--- src/rtl/arm_pipe_pkg.sv ---
// Shared definitions for the ARM pipeline: ALU command encodings, the decoded
// control bundle carried between stages, and the register-match helper.
package arm_pipe_pkg;

   localparam logic [3:0] ALU_NOP = 4'b0000;
   localparam logic [3:0] ALU_MOV = 4'b0001;
   localparam logic [3:0] ALU_ADD = 4'b0010;
   localparam logic [3:0] ALU_ADC = 4'b0011;
   localparam logic [3:0] ALU_SUB = 4'b0100;
   localparam logic [3:0] ALU_SBC = 4'b0101;
   localparam logic [3:0] ALU_AND = 4'b0110;
   localparam logic [3:0] ALU_ORR = 4'b0111;
   localparam logic [3:0] ALU_EOR = 4'b1000;
   localparam logic [3:0] ALU_MVN = 4'b1001;

   localparam logic [3:0] REG_PC = 4'd15;

   typedef struct packed {
      logic [3:0] alu_command;
      logic       mem_read;
      logic       mem_write;
      logic       wb_en;
      logic       branch;
      logic       status_en;
   } ctrl_t;

   // A bubble has every control bit clear and the NOP command.
   localparam ctrl_t CTRL_BUBBLE = '{alu_command: ALU_NOP, default: 1'b0};

   // True when the instruction in ID reads register dest.
   function automatic logic reg_match(input logic       src1_valid,
                                      input logic [3:0] src1,
                                      input logic       two_src,
                                      input logic [3:0] src2,
                                      input logic [3:0] dest);
      return (src1_valid && (src1 == dest)) || (two_src && (src2 == dest));
   endfunction

endpackage

--- src/rtl/hazard_detect.sv ---
// RAW hazard check for the instruction in ID. With FORWARDING_EN defined only
// load-use against EX stalls; otherwise any pending write in EX or MEM stalls.
module hazard_detect
   import arm_pipe_pkg::*;
(
   input  logic [3:0] id_src1,
   input  logic       id_src1_valid,
   input  logic [3:0] id_src2,
   input  logic       id_two_src,
   input  logic [3:0] ex_dest,
   input  logic       ex_wb_en,
   input  logic       ex_mem_read,
   input  logic [3:0] mem_dest,
   input  logic       mem_wb_en,
   output logic       hazard
);

   logic ex_hit;
   logic mem_hit;

   assign ex_hit  = ex_wb_en  & reg_match(id_src1_valid, id_src1, id_two_src, id_src2, ex_dest);
   assign mem_hit = mem_wb_en & reg_match(id_src1_valid, id_src1, id_two_src, id_src2, mem_dest);

`ifdef FORWARDING_EN
   // MEM results and non-load EX results are bypassed, so only load-use waits.
   logic unused_mem_hit;
   assign unused_mem_hit = mem_hit;
   assign hazard = ex_hit & ex_mem_read;
`else
   logic unused_ex_mem_read;
   assign unused_ex_mem_read = ex_mem_read;
   assign hazard = ex_hit | mem_hit;
`endif

endmodule

--- src/rtl/id_ex_stage_reg.sv ---
// ID/EX pipeline register with bubble insertion, flush, freeze and a saturating
// stall counter. Define FORWARDING_EN for load-use-only hazards plus ex_src1/ex_src2.
module id_ex_stage_reg #(
   parameter int DATA_W = 32,
   parameter int CNT_W  = 16
) (
   input  logic              clk,
   input  logic              rst_n,
   input  logic              freeze,
   input  logic              flush,
   input  logic [DATA_W-1:0] id_pc,
   input  logic [DATA_W-1:0] id_val_rn,
   input  logic [DATA_W-1:0] id_val_rm,
   input  logic [11:0]       id_shift_operand,
   input  logic              id_imm,
   input  logic [23:0]       id_signed_imm24,
   input  logic [3:0]        id_dest,
   input  logic [3:0]        id_src1,
   input  logic [3:0]        id_src2,
   input  logic              id_src1_valid,
   input  logic              id_two_src,
   input  logic [3:0]        id_alu_command,
   input  logic              id_mem_read,
   input  logic              id_mem_write,
   input  logic              id_wb_en,
   input  logic              id_branch,
   input  logic              id_status_en,
   input  logic              id_carry,
   input  logic [3:0]        mem_dest,
   input  logic              mem_wb_en,
   output logic [DATA_W-1:0] ex_pc,
   output logic [DATA_W-1:0] ex_val_rn,
   output logic [DATA_W-1:0] ex_val_rm,
   output logic [11:0]       ex_shift_operand,
   output logic              ex_imm,
   output logic [23:0]       ex_signed_imm24,
   output logic [3:0]        ex_dest,
`ifdef FORWARDING_EN
   output logic [3:0]        ex_src1,
   output logic [3:0]        ex_src2,
`endif
   output logic [3:0]        ex_alu_command,
   output logic              ex_mem_read,
   output logic              ex_mem_write,
   output logic              ex_wb_en,
   output logic              ex_branch,
   output logic              ex_status_en,
   output logic              ex_carry,
   output logic              hazard_stall,
   output logic [CNT_W-1:0]  stall_count
);

   import arm_pipe_pkg::*;

   ctrl_t ex_ctrl;
   ctrl_t id_ctrl;
   logic  hazard;

   assign id_ctrl = '{alu_command: id_alu_command, mem_read: id_mem_read,
                      mem_write: id_mem_write, wb_en: id_wb_en,
                      branch: id_branch, status_en: id_status_en};

   assign ex_alu_command = ex_ctrl.alu_command;
   assign ex_mem_read    = ex_ctrl.mem_read;
   assign ex_mem_write   = ex_ctrl.mem_write;
   assign ex_wb_en       = ex_ctrl.wb_en;
   assign ex_branch      = ex_ctrl.branch;
   assign ex_status_en   = ex_ctrl.status_en;

   hazard_detect u_hazard_detect (
      .id_src1      (id_src1),
      .id_src1_valid(id_src1_valid),
      .id_src2      (id_src2),
      .id_two_src   (id_two_src),
      .ex_dest      (ex_dest),
      .ex_wb_en     (ex_ctrl.wb_en),
      .ex_mem_read  (ex_ctrl.mem_read),
      .mem_dest     (mem_dest),
      .mem_wb_en    (mem_wb_en),
      .hazard       (hazard)
   );

   // Deliberately not gated by freeze: the front end must keep holding.
   assign hazard_stall = hazard & ~flush;

   // NOTE: sequential state uses non-blocking assignments so every register
   // samples the pre-edge values, independent of statement order.
   always_ff @(posedge clk or negedge rst_n) begin
      if (!rst_n) begin
         ex_ctrl          <= CTRL_BUBBLE;
         ex_pc            <= '0;
         ex_val_rn        <= '0;
         ex_val_rm        <= '0;
         ex_shift_operand <= '0;
         ex_imm           <= 1'b0;
         ex_signed_imm24  <= '0;
         ex_dest          <= '0;
         ex_carry         <= 1'b0;
`ifdef FORWARDING_EN
         ex_src1          <= '0;
         ex_src2          <= '0;
`endif
         stall_count      <= '0;
      end else if (!freeze) begin
         if (flush || hazard) begin
            ex_ctrl          <= CTRL_BUBBLE;
            ex_pc            <= '0;
            ex_val_rn        <= '0;
            ex_val_rm        <= '0;
            ex_shift_operand <= '0;
            ex_imm           <= 1'b0;
            ex_signed_imm24  <= '0;
            ex_dest          <= '0;
            ex_carry         <= 1'b0;
`ifdef FORWARDING_EN
            ex_src1          <= '0;
            ex_src2          <= '0;
`endif
            if (!flush && (stall_count != {CNT_W{1'b1}}))
               stall_count <= stall_count + CNT_W'(1);
         end else begin
            ex_ctrl          <= id_ctrl;
            ex_pc            <= id_pc;
            ex_val_rn        <= id_val_rn;
            ex_val_rm        <= id_val_rm;
            ex_shift_operand <= id_shift_operand;
            ex_imm           <= id_imm;
            ex_signed_imm24  <= id_signed_imm24;
            ex_dest          <= id_dest;
            ex_carry         <= id_carry;
`ifdef FORWARDING_EN
            ex_src1          <= id_src1;
            ex_src2          <= id_src2;
`endif
         end
      end
   end

endmodule

--- config.mk ---
export PLATFORM = sky130hd
export DESIGN_NAME = id_ex_stage_reg
export DESIGN_NICKNAME = d
export VERILOG_FILES = /design/src/rtl/arm_pipe_pkg.sv /design/src/rtl/hazard_detect.sv /design/src/rtl/id_ex_stage_reg.sv
export SDC_FILE = /design/constraint.sdc
export NUM_CORES = 1
export LEC_CHECK = 0
export ABC_AREA = 0
export BUFFER_PORTS_ARGS = -buffer_cell sky130_fd_sc_hd__buf_2
export CAP_MARGIN = 30
export CORE_MARGIN = 10
export CORE_UTILIZATION = 48
export DETAILED_ROUTE_END_ITERATION = 8
export PLACE_DENSITY = 0.9
export SYNTH_ARGS = -nofsm -noshare
export SYNTH_HDL_FRONTEND = slang
export SYNTH_SLANG_ARGS = --single-unit
--- constraint.sdc ---
create_clock -name clk -period 5.7 [get_ports clk]
set_input_delay 0.57 -clock clk [delete_from_list [all_inputs] [get_ports clk]]
set_output_delay 0.57 -clock clk [all_outputs]
set_load 0.02 [all_outputs]
==> flow_metrics.py <==
metrics = {
    "status": {
        "status": "completed",
    },
    "clocking": {
        "cts.repair.resized": 0,
        "cts_tree": "yes",
        "cts_hold_buf": 0,
        "clk_latency_ns": 0.41,
        "htree_num_levels": 4,
        "cts_buffers": 17,
        "cts_root_buf": "clkbuf_16",
        "cts_sinks": 163,
        "clkTransAtPathRegs_ns": 0.06,
        "postCtsSetupBuffers": 0,
        "max-clock-path-buffers": 2,
    },
    "die": {
        "die_x_microns": 133,
        "core_region_area_sq_mm": 0.0125,
        "die_area_sq_mm": 0.0176,
        "die_h_microns": 133,
        "initial_core_util_pct": 48.8,
        "rows": 41,
        "ios": 330,
    },
    "power": {
        "total_leakage_power_nw": 4.65,
        "power_density_mw_per_mm2": 342,
        "vdd_ir_drop_max_uv": 198,
    },
    "sta": {
        "finalSetupViolCount": 0,
        "setup_ws_ns": 2.46,
        "max_freq_mhz": 309,
        "fin_crit_ns": 3.24,
        "slew_headroom_pct": 44.0,
        "post-route-period-util_pct": 56.8,
        "tns_ns": 0,
        "hold_violations": 0,
        "slew_viol_final": 0,
        "rsz0062_at_grt": "false",
        "worst_slew_pin_slew_ns": 0.840,
        "fin_skew_ns": 0.00958,
    },
    "synth": {
        "synth_top_area_share_pct": 66.8,
        "synthTopCellsByArea": "dfrtp_1, a22o_1, xnor2_1, xor2_1, buf_2",
        "synthTopCellsByCount": "dfrtp_1, a22o_1, xnor2_1",
        "synth_enable_flop_cells": 0,
        "ys_ff_latch": 163,
        "synth_warnings": 0,
        "mappedNetlistArea_sq_mm": 0.00611,
        "synth_fp_nets": 587,
        "netlist_instances": 420,
        "yosysTopAreaCell": "dfrtp_1",
        "yosysSeqAreaShare_pct": 66.8,
        "yosys.cell_count.top_type": "dfrtp_1",
        "synth.avg_cell_area_sq_um": 14.5,
        "synth_cell_type_count": 25,
        "synthFlopType": "dfrtp_1",
        "ys_async_sr_fraction_pct": 100,
    },
    "placement": {
        "dp_hpwl_microns": 14500,
        "place_ws_ns": 2.29,
        "io_buffers": 329,
        "gp_congestion": 0.823,
    },
    "grt": {
        "antenna_found_initial": 1,
        "grt_usage_pct": 21.6,
        "overflow": 0,
        "grt_max_degree": 96,
        "grt_pass1_wl_microns": 30400,
        "first_global_vias": 5409,
    },
    "drt": {
        "drtAntennaViolNets": 0,
        "viasPerCell": 5.47,
        "drtIter0Drc": 438,
        "routed_wl_microns": 19400,
        "drtPass1Iterations": 4,
        "drc": 0,
        "wl_per_cell_microns": 21.0,
        "vias": 5047,
    },
    "worst_setup_path": {
        "arrival_ns": 3.57,
        "start_kind": "flop",
        "cp.required_ns": 6.04,
        "crit_type": "reg2reg",
        "cp-end-kind": "flop",
        "path_max_fanout": 74,
    },
    "run": {
        "maxCapViolCount": 0,
    },
    "final_layout": {
        "area_growth_syn_to_layout_pct": 38.0,
        "post-route-util_pct": 67.3,
        "final_nets": 905,
        "post_route_cells_drive_above_1_share_pct": 49.1,
        "fillerInstances": 903,
    },
    "min_path": {
        "hold_class": "in2async",
    },
}
-- state kept, by name (all words and copies together), names as in the netlist --
| name | flops |
|---|---|
| ex_alu_command | 4 |
| ex_branch | 1 |
| ex_carry | 1 |
| ex_dest | 4 |
| ex_imm | 1 |
| ex_mem_read | 1 |
| ex_mem_write | 1 |
| ex_pc | 32 |
| ex_shift_operand | 12 |
| ex_signed_imm24 | 24 |
| ex_status_en | 1 |
| ex_val_rm | 32 |
| ex_val_rn | 32 |
| ex_wb_en | 1 |
| stall_count | 16 |
-- through the flow --
stage / total power [mW] / hold WS [ns] / cells / instance area (sq um)
floorplan: 1.58 / 0.274 / 420 / 6110
global placement: 1.79 / 0.472 / 891 / 7860
detailed placement: 1.81 / 0.479 / 891 / 7860
CTS: 2.91 / 0.258 / 922 / 8430
global route: 3.00 / 0.274 / 923 / 8430
finish: 2.88 / 0.229 / 923 / 8430
-- critical path, stage by stage (launching register included) --
cell,delay (ns)
dfrtp_1,0.43
xor2_1,0.20
nor3_1,0.08
nand4_1,0.13
nand4_2,0.42
nor3_4,0.25
buf_4,0.63
buf_4,0.70
a22o_1,0.26
-- final timing paths --
kind                       cells past startpoint           startpoint  slack (ns)                   to
max                                            8           ex_dest[3]        2.46             ex_pc[2]
min                                            1                rst_n        0.23        ex_val_rn[14]
max reg2reg                                    8           ex_dest[3]        2.46             ex_pc[2]
min reg2reg                                    1      stall_count[13]        0.49      stall_count[13]
max in group asynchronous                      2                rst_n        4.08        ex_val_rn[15]
min in group clk                               2  id_signed_imm24[18]        0.37  ex_signed_imm24[18]
-- cell families after synthesis --
family,Yosys count,share of synthesized area [%]
multiplexers,1,0.246
AND/OR/NAND/NOR,41,4.18
AO/OA/AOI/OAI,148,21.5
buffers and inverters,35,2.62
flip-flops,163,66.8
adder cells (fa/ha/maj),1,0.205
XOR/XNOR,31,4.45
-- where the power goes --
part           internal, mW  switching, mW  total [mW]
Sequential             1.25         0.0617        1.31
Combinational         0.188          0.284       0.472
Clock                 0.664          0.433        1.10
-- metal layers --
layer | track usage [%] | wire length [microns] | vias to the layer above
met5 | 0 | 0 | -
met4 | 7.82 | 486 | 0
met3 | 7.15 | 1460 | 40
met2 | 36.5 | 9890 | 259
met1 | 25.0 | 7540 | 2505
li1 | - | - | 2243
-- final cells by class --
type	count	area (sq um)	area share, %
Clock inverter	9	104	1.23
Sequential cell	163	4080	48.4
Multi-Input combinational cell	222	1870	22.2
Inverter	1	3.75	0.0445
Timing Repair Buffer	333	1690	20.0
Antenna cell	1	2.50	0.0297
Clock buffer	22	464	5.51
Tap cell	172	215	2.55
-- layout by cell type, fill, tap and decap left out, types with 5 or more instances in the layout --
master / n
xor2_1: 12
xnor2_1: 19
clkbuf_16: 17
nand4_1: 11
buf_4: 5
buf_2: 327
nand3_1: 6
a22o_1: 147
dfrtp_1: 163
Note: power is estimated with default switching activity, not from simulation.
